**src/rtl/mem_port_arbiter.sv**
```systemverilog
// Two-requester arbiter for a single memory port: picks a winner in IDLE,
// holds the strobes for MEM_LATENCY cycles, then pulses the winner's ACK.
module mem_port_arbiter #(
    parameter int ADDR_WIDTH  = 26,
    parameter int DATA_WIDTH  = 32,
    parameter int MEM_LATENCY = 2,
    parameter int FIXED_PRIO  = 0
) (
    input  logic                  CLK,
    input  logic                  RST,
    input  logic                  REQ0,
    input  logic                  WR0,
    input  logic [ADDR_WIDTH-1:0] ADDR0,
    input  logic [DATA_WIDTH-1:0] WDATA0,
    output logic                  ACK0,
    input  logic                  REQ1,
    input  logic                  WR1,
    input  logic [ADDR_WIDTH-1:0] ADDR1,
    input  logic [DATA_WIDTH-1:0] WDATA1,
    output logic                  ACK1,
    output logic [DATA_WIDTH-1:0] RDATA,
    output logic                  MEM_READ,
    output logic                  MEM_WRITE,
    output logic [ADDR_WIDTH-1:0] MEM_ADDR,
    output logic [DATA_WIDTH-1:0] MEM_WDATA,
    input  logic [DATA_WIDTH-1:0] MEM_RDATA,
    output logic                  BUSY,
    output logic                  GNT_ID
);

    typedef enum logic [1:0] {
        IDLE   = 2'd0,
        ACCESS = 2'd1,
        RESP   = 2'd2
    } state_t;

    localparam logic [3:0] CNT_LOAD = 4'(MEM_LATENCY - 1);

    state_t                state_reg;
    logic [3:0]            cnt_reg;
    logic                  last_reg;
    logic                  gnt_reg;
    logic                  wr_reg;
    logic                  ack0_reg;
    logic                  ack1_reg;
    logic                  mem_read_reg;
    logic                  mem_write_reg;
    logic                  busy_reg;
    logic [ADDR_WIDTH-1:0] addr_reg;
    logic [DATA_WIDTH-1:0] wdata_reg;
    logic [DATA_WIDTH-1:0] rdata_reg;

    logic                  grant_valid;
    logic                  winner;
    logic                  win_wr;
    logic [ADDR_WIDTH-1:0] win_addr;
    logic [DATA_WIDTH-1:0] win_wdata;

    // On a tie, round-robin favours whoever was not granted last.
    always_comb begin
        grant_valid = REQ0 | REQ1;
        winner      = 1'b0;
        if (REQ0 && REQ1) begin
            winner = (FIXED_PRIO != 0) ? 1'b0 : ~last_reg;
        end else if (REQ1) begin
            winner = 1'b1;
        end
        win_wr    = winner ? WR1    : WR0;
        win_addr  = winner ? ADDR1  : ADDR0;
        win_wdata = winner ? WDATA1 : WDATA0;
    end

    always_ff @(posedge CLK) begin
        if (RST) begin
            state_reg     <= IDLE;
            cnt_reg       <= 4'd0;
            last_reg      <= 1'b1;
            gnt_reg       <= 1'b0;
            wr_reg        <= 1'b0;
            ack0_reg      <= 1'b0;
            ack1_reg      <= 1'b0;
            mem_read_reg  <= 1'b0;
            mem_write_reg <= 1'b0;
            busy_reg      <= 1'b0;
            addr_reg      <= '0;
            wdata_reg     <= '0;
            rdata_reg     <= '0;
        end else begin
            case (state_reg)
                IDLE: begin
                    if (grant_valid) begin
                        state_reg     <= ACCESS;
                        wr_reg        <= win_wr;
                        addr_reg      <= win_addr;
                        wdata_reg     <= win_wdata;
                        gnt_reg       <= winner;
                        last_reg      <= winner;
                        cnt_reg       <= CNT_LOAD;
                        mem_read_reg  <= ~win_wr;
                        mem_write_reg <= win_wr;
                        busy_reg      <= 1'b1;
                    end
                end
                ACCESS: begin
                    if (cnt_reg == 4'd0) begin
                        // Final strobe cycle: memory data is valid at this edge.
                        if (!wr_reg) begin
                            rdata_reg <= MEM_RDATA;
                        end
                        mem_read_reg  <= 1'b0;
                        mem_write_reg <= 1'b0;
                        ack0_reg      <= ~gnt_reg;
                        ack1_reg      <= gnt_reg;
                        state_reg     <= RESP;
                    end else begin
                        cnt_reg <= cnt_reg - 4'd1;
                    end
                end
                RESP: begin
                    ack0_reg  <= 1'b0;
                    ack1_reg  <= 1'b0;
                    busy_reg  <= 1'b0;
                    state_reg <= IDLE;
                end
                default: begin
                    state_reg <= IDLE;
                end
            endcase
        end
    end

    assign ACK0      = ack0_reg;
    assign ACK1      = ack1_reg;
    assign RDATA     = rdata_reg;
    assign MEM_READ  = mem_read_reg;
    assign MEM_WRITE = mem_write_reg;
    assign MEM_ADDR  = addr_reg;
    assign MEM_WDATA = wdata_reg;
    assign BUSY      = busy_reg;
    assign GNT_ID    = gnt_reg;

endmodule
```
**config.mk**
```make
export PLATFORM = sky130hd
export DESIGN_NAME = mem_port_arbiter
export DESIGN_NICKNAME = d
export VERILOG_FILES = /design/src/rtl/mem_port_arbiter.sv
export SDC_FILE = /design/constraint.sdc
export NUM_CORES = 1
export LEC_CHECK = 0
export BUFFER_PORTS_ARGS = -buffer_cell sky130_fd_sc_hd__buf_4
export CAP_MARGIN = 0
export CORE_MARGIN = 2
export CORE_UTILIZATION = 39
export CTS_CLUSTER_SIZE = 16
export DETAILED_ROUTE_END_ITERATION = 12
export PLACE_DENSITY_LB_ADDON = 0.08
export SYNTH_ARGS = -nofsm -noshare
export SYNTH_HDL_FRONTEND = slang
export SYNTH_SLANG_ARGS = --single-unit
```
**constraint.sdc**
```tcl
create_clock -name CLK -period 1.66 [get_ports CLK]
set_input_delay 0 -clock CLK [delete_from_list [all_inputs] [get_ports CLK]]
set_output_delay 0 -clock CLK [all_outputs]
set_load 0.05 [all_outputs]
```
# Word level (Yosys, flattened, before mapping)
# Index checks and enable logic that the tools add are counted.
[totals]
reg_bits = 104
in_bits = 154
out_inout_bits = 96
elab_cells = 59
[op_classes]
add_sub_neg = 1
n_eq_ne = 5
n_mux = 22
bitwise_logic = 5
reduce_logical = 13
[op_table]
columns = ["cell", "count"]
rows = [
  ["32-bit two-way mux", 1],
  ["26-bit two-way mux", 1],
  ["1-bit one-hot mux with 2 select lines", 5],
  ["1-bit two-way mux", 9],
  ["3-bit AND reduction", 3],
  ["4-bit two-way mux", 2],
  ["4-bit one-hot mux with 2 select lines", 1],
  ["2-bit AND reduction", 4],
  ["2-bit != test (second input constant)", 3],
  ["2-bit nonzero test", 3],
  ["4-bit zero test", 1],
  ["2-bit two-way mux", 2],
  ["1-bit NOT", 4],
  ["2-bit one-hot mux with 2 select lines", 1],
  ["4-bit by 1-bit subtractor with 4-bit output (second input constant)", 1],
  ["2-bit by 1-bit == test with 1-bit output (second input constant)", 1],
  ["2-bit == test (second input constant)", 1],
  ["2-bit zero test", 1],
  ["1-bit logical AND", 1],
  ["1-bit bitwise OR", 1],
]

# Depth between registers and ports, before layout
# Gate-level depths: netlist (run 1).
[depth]
ltp_word = 6
mapped_depth = 7
ltp_nobuf = 5

# Worst setup path before layout (run 1)
# No wires, ideal clock.
[synth_timing]
path_type = "register to register"
from = "reg cnt_reg[0]"
to = "reg rdata_reg[23], in the netlist RDATA[23]"
setup_time_ps = 132
t_arrival_ps = 1410
required_ps = 1528
path_slack_ps = 118
stages_incl_launch_ff = 8
n_path_buf = 2
synth_period_minus_slack_ps = 1542
cell_sequence = "dfxtp_1 > inv_1 > ha_1 > or3b_1 > buf_6 > clkbuf_1 > o21ai_0 > a21oi_1"
[synth_between]
elab_chain_cells = 2
[synth_rtl]
columns = ["item", "line", "text"]
rows = [
  ["from (decl)", "40", "logic [3:0] cnt_reg;"],
  ["from (signal assigned)", "116", "cnt_reg <= cnt_reg - 4'd1;"],
  ["4-bit zero test", "105", "if (cnt_reg == 4'd0) begin"],
  ["3-bit AND reduction (no line)", "n/a", ""],
  ["to (signal assigned)", "87", "rdata_reg <= '0;"],
  ["to (signal assigned)", "108", "rdata_reg <= MEM_RDATA;"],
  ["to (decl)", "51", "logic [DATA_WIDTH-1:0] rdata_reg;"],
]
# Every way passes these cells.
# A chain may end at the register's enable or synchronous reset.

# Worst setup path after layout (run 1)
[layout_timing]
from = "reg cnt_reg[1]"
to = "reg cnt_reg[3]"
[layout_between]
elab_chain_cells = 3
elab_cells_between_ends = 6
cone_classes = "add/sub (1); eq/ne (1); mux (2); reduce/logical (2)"
[layout_rtl]
columns = ["item", "line"]
rows = [
  ["4-bit by 1-bit subtractor with 4-bit output / 4-bit zero test (equally long branches)", "116, 105"],
  ["4-bit two-way mux / 2-bit != test (equally long branches)", "n/a"],
  ["4-bit one-hot mux with 2 select lines / 3-bit AND reduction (equally long branches)", "n/a"],
]
# Parallel ways exist; a longest one is shown, timed or not. The select of a mux whose other input is x is not followed.

==> metrics.json, run 1 <==
{
  "root_buffer": {"value": "sky130_fd_sc_hd__clkbuf_8"},
  "combinational_family_with_the_most_area_after_synthesis": {"value": "compound AO/OA/AOI/OAI gates"},
  "number_of_enable_flip_flop_cells_after_synthesis": {"value": 0},
  "die_h": {"value": 109, "unit": "microns"},
  "design_area": {"value": 8100, "unit": "sq um"},
  "status": {"value": "finished, final reports clean"},
  "worst_min_path_class": {"value": "input port to flop"},
  "maxUsedRoutingLayer": {"value": "met4"},
  "floorplan.core_area": {"value": 10700, "unit": "sq um"},
  "setup_ws": {"value": 0.00229, "unit": "ns"},
  "yosys.area_share.adder": {"value": 0.587, "unit": "%"},
  "route.detailed.drc": {"value": 0},
  "yosys.area_share.xor_xnor": {"value": 0, "unit": "%"},
  "initialDrtViolationCount": {"value": 359},
  "num_vias": {"value": 4924},
  "global_route.overflow_total": {"value": 0},
  "totalPowerFinal": {"value": 7.46, "unit": "mW"},
  "global_route.usage.total": {"value": 28.0, "unit": "%"},
  "cts.path.max_buffers": {"value": 2},
  "detailroute.wirelength.met3": {"value": 1020, "unit": "microns"},
  "required": {"value": 1.95, "unit": "ns"},
  "detailedPlace.worstSlack": {"value": -0.0290, "unit": "ns"},
  "post-synth-top-count-cell": {"value": "sky130_fd_sc_hd__dfxtp_1"},
  "synth_top_area_share": {"value": 48.9, "unit": "%"},
  "dieArea": {"value": 11800, "unit": "sq um"},
  "synth_cells": {"value": 417},
  "post_route_cells_drive_above_1_share": {"value": 36.9, "unit": "%"},
  "post_dp_hpwl": {"value": 9620, "unit": "microns"},
  "syn2layout_area_growth": {"value": 90.0, "unit": "%"},
  "place_congestion": {"value": 0.795},
  "finalSetupViolCount": {"value": 0},
  "rows": {"value": 38},
  "fmax": {"value": 603, "unit": "MHz"},
  "wire_per_inst": {"value": 17.7, "unit": "microns"},
  "worstSkewPairLatency": {"value": 0.37, "unit": "ns"},
  "p_leak": {"value": 3.51, "unit": "nW"},
  "wl_on_met1": {"value": 6420, "unit": "microns"},
  "dpl_cell_area": {"value": 6330, "unit": "sq um"},
  "ys_seq_elements": {"value": 104},
  "grt_setup_unrepaired": {"value": "true"},
  "worst-setup-path-type": {"value": "flop to flop"},
  "yosys-top-cells-area": {"value": "sky130_fd_sc_hd__dfxtp_1 (49%), sky130_fd_sc_hd__mux2i_1 (14%), sky130_fd_sc_hd__o2bb2ai_1 (12%)"},
  "layout.cells.non_filler": {"value": 949},
  "seq_area_frac_synth": {"value": 48.9, "unit": "%"},
  "post-route-period-util": {"value": 99.9, "unit": "%"},
  "top_level_ports": {"value": 250},
  "cts-buffers-inserted": {"value": 9},
  "final_net_count": {"value": 960},
  "power-per-cell-area": {"value": 922, "unit": "nW/um^2"},
  "hold-worst-slack": {"value": 0.0858, "unit": "ns"},
  "ys_async_sr_fraction": {"value": 0, "unit": "%"},
  "synth_mux_area_share": {"value": 13.9, "unit": "%"},
  "post_synth_simple_gate_area": {"value": 8.02, "unit": "%"},
  "netlist.top_cell.by_area": {"value": "sky130_fd_sc_hd__dfxtp_1"},
  "fraction_of_the_mapped_netlist_area_in_compound_gates": {"value": 23.0, "unit": "%"},
  "input_output_buffers": {"value": 249},
  "fin_worst_skew": {"value": 0.0158, "unit": "ns"},
  "timing.max_slew.rel_slack": {"value": 68.2, "unit": "%"},
  "fin_setup_tns": {"value": 0, "unit": "ns"},
  "actual_transition_at_the_worst_max_transition_pin": {"value": 0.476, "unit": "ns"},
  "postRouteWirelength": {"value": 16800, "unit": "microns"},
  "critPathLaunchType": {"value": "flop"},
  "synth_flop_type": {"value": "sky130_fd_sc_hd__dfxtp_1"},
  "final_core_utilization": {"value": 75.3, "unit": "%"},
  "initial_core_util": {"value": 39.6, "unit": "%"},
  "yosys-top-cells-count": {"value": "sky130_fd_sc_hd__dfxtp_1 (104), sky130_fd_sc_hd__mux2i_1 (59), sky130_fd_sc_hd__o2bb2ai_1 (58), sky130_fd_sc_hd__a21oi_1 (39), sky130_fd_sc_hd__nand4_1 (32)"},
  "via_per_inst": {"value": 5.19},
  "post-place-cells": {"value": 780},
  "crit_path_max_fanout": {"value": 7},
  "x_dimension_of_the_die": {"value": 109, "unit": "microns"},
  "tritoncts": {"value": "done"},
  "period_needed": {"value": 1.66, "unit": "ns"},
  "route.met2.wl": {"value": 8730, "unit": "microns"},
  "cap_viol_max_count": {"value": 0},
  "syn_nets": {"value": 573},
  "setup_crit_end_kind": {"value": "flop"},
  "grt_pass1_wl": {"value": 25800, "unit": "microns"},
  "cts.reportedPaths.clkPinSlew": {"value": 0.10, "unit": "ns"},
  "first_global_vias": {"value": 5199},
  "mappedNetlistArea": {"value": 4260, "unit": "sq um"},
  "drtPass1Iterations": {"value": 6},
  "yosysWarnings": {"value": 0},
  "h-tree-depth": {"value": 3},
  "final_antenna_net_count": {"value": 0},
  "initial_antenna_violation_count": {"value": 1},
  "cts_sinks": {"value": 104},
  "final_report_hold_violation_count": {"value": 0},
  "cp.arrival": {"value": 1.95, "unit": "ns"},
  "synthesized_area_per_cell": {"value": 10.2, "unit": "sq um"},
  "power.ir.vdd_worst": {"value": 530, "unit": "uV"},
  "final_max_slew_viol_count": {"value": 0},
  "largest_net_degree_at_the_start_of_global_routing": {"value": 44},
  "synth_cell_type_count": {"value": 38}
}
placed cells by master, fill, tap and decap left out, drive strengths merged, types with 2 or more instances in the layout:
cell	instances
a21boi	2
a21oi	40
buf	268
clkbuf	11
clkinv	2
clkinvlp	2
dfxtp	104
dlygate4sd3	151
ha	2
inv	6
mux2i	59
nand2	4
nand2b	2
nand3	2
nand4	32
nor2	4
o211ai	2
o21ai	35
o2bb2ai	58
or2	2
or3	3
or3b	2
or4	2
report_power, final:
part / internal, mW / switching, mW
Clock: 0.691 / 0.879
Combinational: 1.22 / 1.76
Sequential: 2.76 / 0.156
Total: 4.67 / 2.80
cell type report:
type / count / area [sq um]
Inverter: 6 / 22.5
Antenna cell: 1 / 2.50
Timing Repair Buffer: 420 / 3630
Clock inverter: 5 / 58.8
Sequential cell: 104 / 2080
Clock buffer: 10 / 128
Tap cell: 140 / 175
Multi-Input combinational cell: 263 / 2000
Fill cell: 721 / 2650
critical path, stage by stage, from the launching register on:
cell,delay [ns]
sky130_fd_sc_hd__dfxtp_2,0.35
sky130_fd_sc_hd__inv_1,0.05
sky130_fd_sc_hd__ha_1,0.19
sky130_fd_sc_hd__nor3b_4,0.19
sky130_fd_sc_hd__buf_4,0.16
sky130_fd_sc_hd__or4_4,0.50
sky130_fd_sc_hd__a21oi_2,0.13
timing repair:
action | CTS | global route
endpoints found under the hold margin | 98 | 0
resized for setup | 1 | 10
pin swaps | 0 | 12
setup endpoints to repair | 10 | 17
hold buffers | 151 | 0
setup buffers | 0 | 1
cloned | 0 | 1
path summary, 6_finish.rpt:
kind / slack, ns / end / startpoint / cells after the start
worst min-delay path: 0.09 / cnt_reg[1] / REQ1 / 4
worst max-delay path: 0.002 / cnt_reg[3] / cnt_reg[1] / 6
worst max register to register: 0.002 / cnt_reg[3] / cnt_reg[1] / 6
worst min register to register: 0.47 / MEM_WDATA[20] / MEM_WDATA[20] / 1
per-layer routing:
layer	vias to the layer above	global-route usage (%)
met5	-	0
li1	2351	-
met1	2331	31.6
met4	0	13.5
met2	191	49.6
met3	51	6.45
cell families (layout without fill, tap and decap cells):
logic type	count (synthesis)	in the layout
flops	104	104
other cells	0	1
mux	59	59
compound gates	145	145
fa+ha+maj	2	2
buf+inv	50	441
simple gates	57	57
No activity file was read; power rests on OpenSTA's default activity.
==> run 2: changes to the inputs <==
--- a/config.mk
+++ b/config.mk
@@ -8,7 +8,8 @@
 export BUFFER_PORTS_ARGS = -buffer_cell sky130_fd_sc_hd__buf_4
 export CAP_MARGIN = 0
 export CORE_MARGIN = 2
-export CORE_UTILIZATION = 39
+export CORE_UTILIZATION = 40
+export CTS_BUF_LIST = sky130_fd_sc_hd__clkbuf_4 sky130_fd_sc_hd__clkbuf_8
 export CTS_CLUSTER_SIZE = 16
 export DETAILED_ROUTE_END_ITERATION = 12
 export PLACE_DENSITY_LB_ADDON = 0.08
==> run 2 against run 1 <==
Against the previous run:
- clock skew increased by 0.0072 ns
- via count increased by 1.2%
- routed wire length increased by 2.3%
- flip-flop and latch count unchanged
- non-clock buffer count decreased by 6
- power increased by 1.9%
- register-to-register slack improved by 0.13 ns
- utilization increased by 2.3 points
- clock-buffer cell count decreased by 1
- maximum frequency increased by 8.7%
==> metrics.json, run 2 (synthesized netlist as in run 1, its figures left out) <==
{
  "grt_setup_unrepaired": {"value": "false"},
  "reg2reg_slack": {"value": 0.13, "unit": "ns"},
  "initialDrtViolationCount": {"value": 247},
  "hold-worst-slack": {"value": 0.0417, "unit": "ns"},
  "status": {"value": "finished, final reports clean"},
  "insertedDiodeCount": {"value": 0},
  "global_route.overflow_total": {"value": 0},
  "num_vias": {"value": 4983},
  "setup.worst_path.start": {"value": "cnt_reg[1]"},
  "actual_transition_at_the_worst_max_transition_pin": {"value": 0.438, "unit": "ns"},
  "final_net_count": {"value": 954},
  "fin_worst_skew": {"value": 0.0230, "unit": "ns"},
  "global_route.usage.total": {"value": 29.2, "unit": "%"},
  "finalSetupViolCount": {"value": 0},
  "power_frac_seq": {"value": 38.6, "unit": "%"},
  "grt_pass1_wl": {"value": 26300, "unit": "microns"},
  "power.share.switching": {"value": 37.2, "unit": "%"},
  "power.ir.vdd_worst": {"value": 470, "unit": "uV"},
  "post_cts_buffers": {"value": 0},
  "cts-buffers-inserted": {"value": 9},
  "largest_net_degree_at_the_start_of_global_routing": {"value": 36},
  "share_clk_of_total_power": {"value": 23.6, "unit": "%"},
  "crit_path_end": {"value": "ACK1"},
  "post-route-period-util": {"value": 91.9, "unit": "%"},
  "drtPass1Iterations": {"value": 6},
  "tritoncts": {"value": "done"},
  "top_level_ports": {"value": 250},
  "cap_viol_max_count": {"value": 0},
  "detailedPlace.worstSlack": {"value": 0.0679, "unit": "ns"},
  "combinationalPowerShare": {"value": 37.8, "unit": "%"},
  "first_global_vias": {"value": 5423},
  "post_route_cells_drive_above_1_share": {"value": 36.1, "unit": "%"},
  "die_h": {"value": 107, "unit": "microns"},
  "post_dp_hpwl": {"value": 9680, "unit": "microns"},
  "initial_core_util": {"value": 41.3, "unit": "%"},
  "fin_setup_tns": {"value": 0, "unit": "ns"},
  "postRouteWirelength": {"value": 17200, "unit": "microns"},
  "critPathLaunchType": {"value": "flop"},
  "setup_ws": {"value": 0.135, "unit": "ns"},
  "floorplan.core_area": {"value": 10300, "unit": "sq um"},
  "final_antenna_net_count": {"value": 0},
  "worst-setup-path-type": {"value": "flop to flop"},
  "input_output_buffers": {"value": 249},
  "rows": {"value": 37},
  "crit_path_max_fanout": {"value": 23},
  "power-per-cell-area": {"value": 948, "unit": "nW/um^2"},
  "via_per_inst": {"value": 5.31},
  "required": {"value": 1.89, "unit": "ns"},
  "root_buffer": {"value": "sky130_fd_sc_hd__clkbuf_8"},
  "cts_sinks": {"value": 104},
  "mostFrequentLayoutCell": {"value": "sky130_fd_sc_hd__buf_4"},
  "final_report_hold_violation_count": {"value": 0},
  "totalPowerFinal": {"value": 7.60, "unit": "mW"},
  "route.detailed.drc": {"value": 0},
  "timing.max_slew.rel_slack": {"value": 70.5, "unit": "%"},
  "most-common-layout-cells": {"value": "sky130_fd_sc_hd__buf_4 (259), sky130_fd_sc_hd__dlygate4sd3_1 (149), sky130_fd_sc_hd__dfxtp_1 (104)"},
  "p_leak": {"value": 3.49, "unit": "nW"},
  "h-tree-depth": {"value": 3},
  "worstRegToRegCells": {"value": 6},
  "place_congestion": {"value": 0.833},
  "fmax": {"value": 656, "unit": "MHz"},
  "period_needed": {"value": 1.53, "unit": "ns"},
  "cts.reportedPaths.clkPinSlew": {"value": 0.09, "unit": "ns"},
  "initial_antenna_violation_count": {"value": 0},
  "p_switching": {"value": 2.83, "unit": "mW"},
  "x_dimension_of_the_die": {"value": 107, "unit": "microns"},
  "critical_path.reg2reg.endpoint": {"value": "ACK1"},
  "cp.arrival": {"value": 1.76, "unit": "ns"},
  "worst_min_path_class": {"value": "input port to flop"},
  "worstSkewPairLatency": {"value": 0.38, "unit": "ns"},
  "worstReg2RegStart": {"value": "cnt_reg[1]"},
  "syn2layout_area_growth": {"value": 88.2, "unit": "%"},
  "cts.path.max_buffers": {"value": 2},
  "dieArea": {"value": 11500, "unit": "sq um"},
  "wire_per_inst": {"value": 18.3, "unit": "microns"},
  "setup_crit_end_kind": {"value": "flop"},
  "final_max_slew_viol_count": {"value": 0},
  "int_power": {"value": 4.77, "unit": "mW"}
}
[run 2: critical path: stages (launching register included)]
cell	delay, ns
sky130_fd_sc_hd__dfxtp_1	0.33
sky130_fd_sc_hd__inv_1	0.07
sky130_fd_sc_hd__ha_1	0.15
sky130_fd_sc_hd__or3b_4	0.39
sky130_fd_sc_hd__buf_6	0.17
sky130_fd_sc_hd__o211ai_1	0.18
sky130_fd_sc_hd__a21oi_1	0.09
[run 2: power by group through the flow]
stage,Combinational [mW],Sequential (mW),Clock [mW]
after detailed placement,2.51,2.96,0
final,2.87,2.93,1.80
after global placement,2.48,2.96,0
after floorplan,0.762,3.79,0
after CTS,2.80,2.92,1.81
after global routing,3.01,2.96,1.91
[run 2: final cells by class]
type                    count  area (sq um)
repair buffers            414          3540
fillers                   625          2310
flip-flops and latches    104          2080
multi-input cells         263          1980
well taps                 136           170
clock buffers               9           124
clock inverters             7           100
inverters                   6          22.5
[run 2: routing by layer]
metal	global-route usage [%]	part of all wire (%)	wire length, microns
met1	30.7	37	6290
met2	53.9	52	8990
met3	6.08	6.4	1110
met4	16.1	4.6	794
met5	0	0	0
[run 2: worst min-delay path by stage]
| stage | start | end | slack (ns) | cells past startpoint |
|---|---|---|---|---|
| 3_3_place_gp | RST | cnt_reg[1] | 0.26 | 2 |
| 6_report | WDATA1[8] | MEM_WDATA[8] | 0.04 | 3 |
| 3_5_place_dp | RST | state_reg[0] | 0.26 | 2 |
| 5_1_grt | WDATA1[8] | MEM_WDATA[8] | 0.05 | 3 |
| 4_1_cts | WDATA0[8] | MEM_WDATA[8] | 0.02 | 3 |
| 2_1_floorplan | MEM_RDATA[31] | RDATA[31] | 0.15 | 2 |
[run 2: repair_timing]
item	in CTS	in global routing
gates resized for setup	0	7
endpoints found under the hold margin	95	0
hold buffers	149	0
endpoints found under the setup margin	0	27
[run 2: through the flow]
step,cells,util (%),instance area (sq um)
2_1_floorplan,417,-,4260
3_3_place_gp,774,60.9,6280
3_5_place_dp,774,60.9,6280
4_1_cts,939,77.5,8000
5_1_grt,939,77.7,8020
6_report,939,77.7,8020
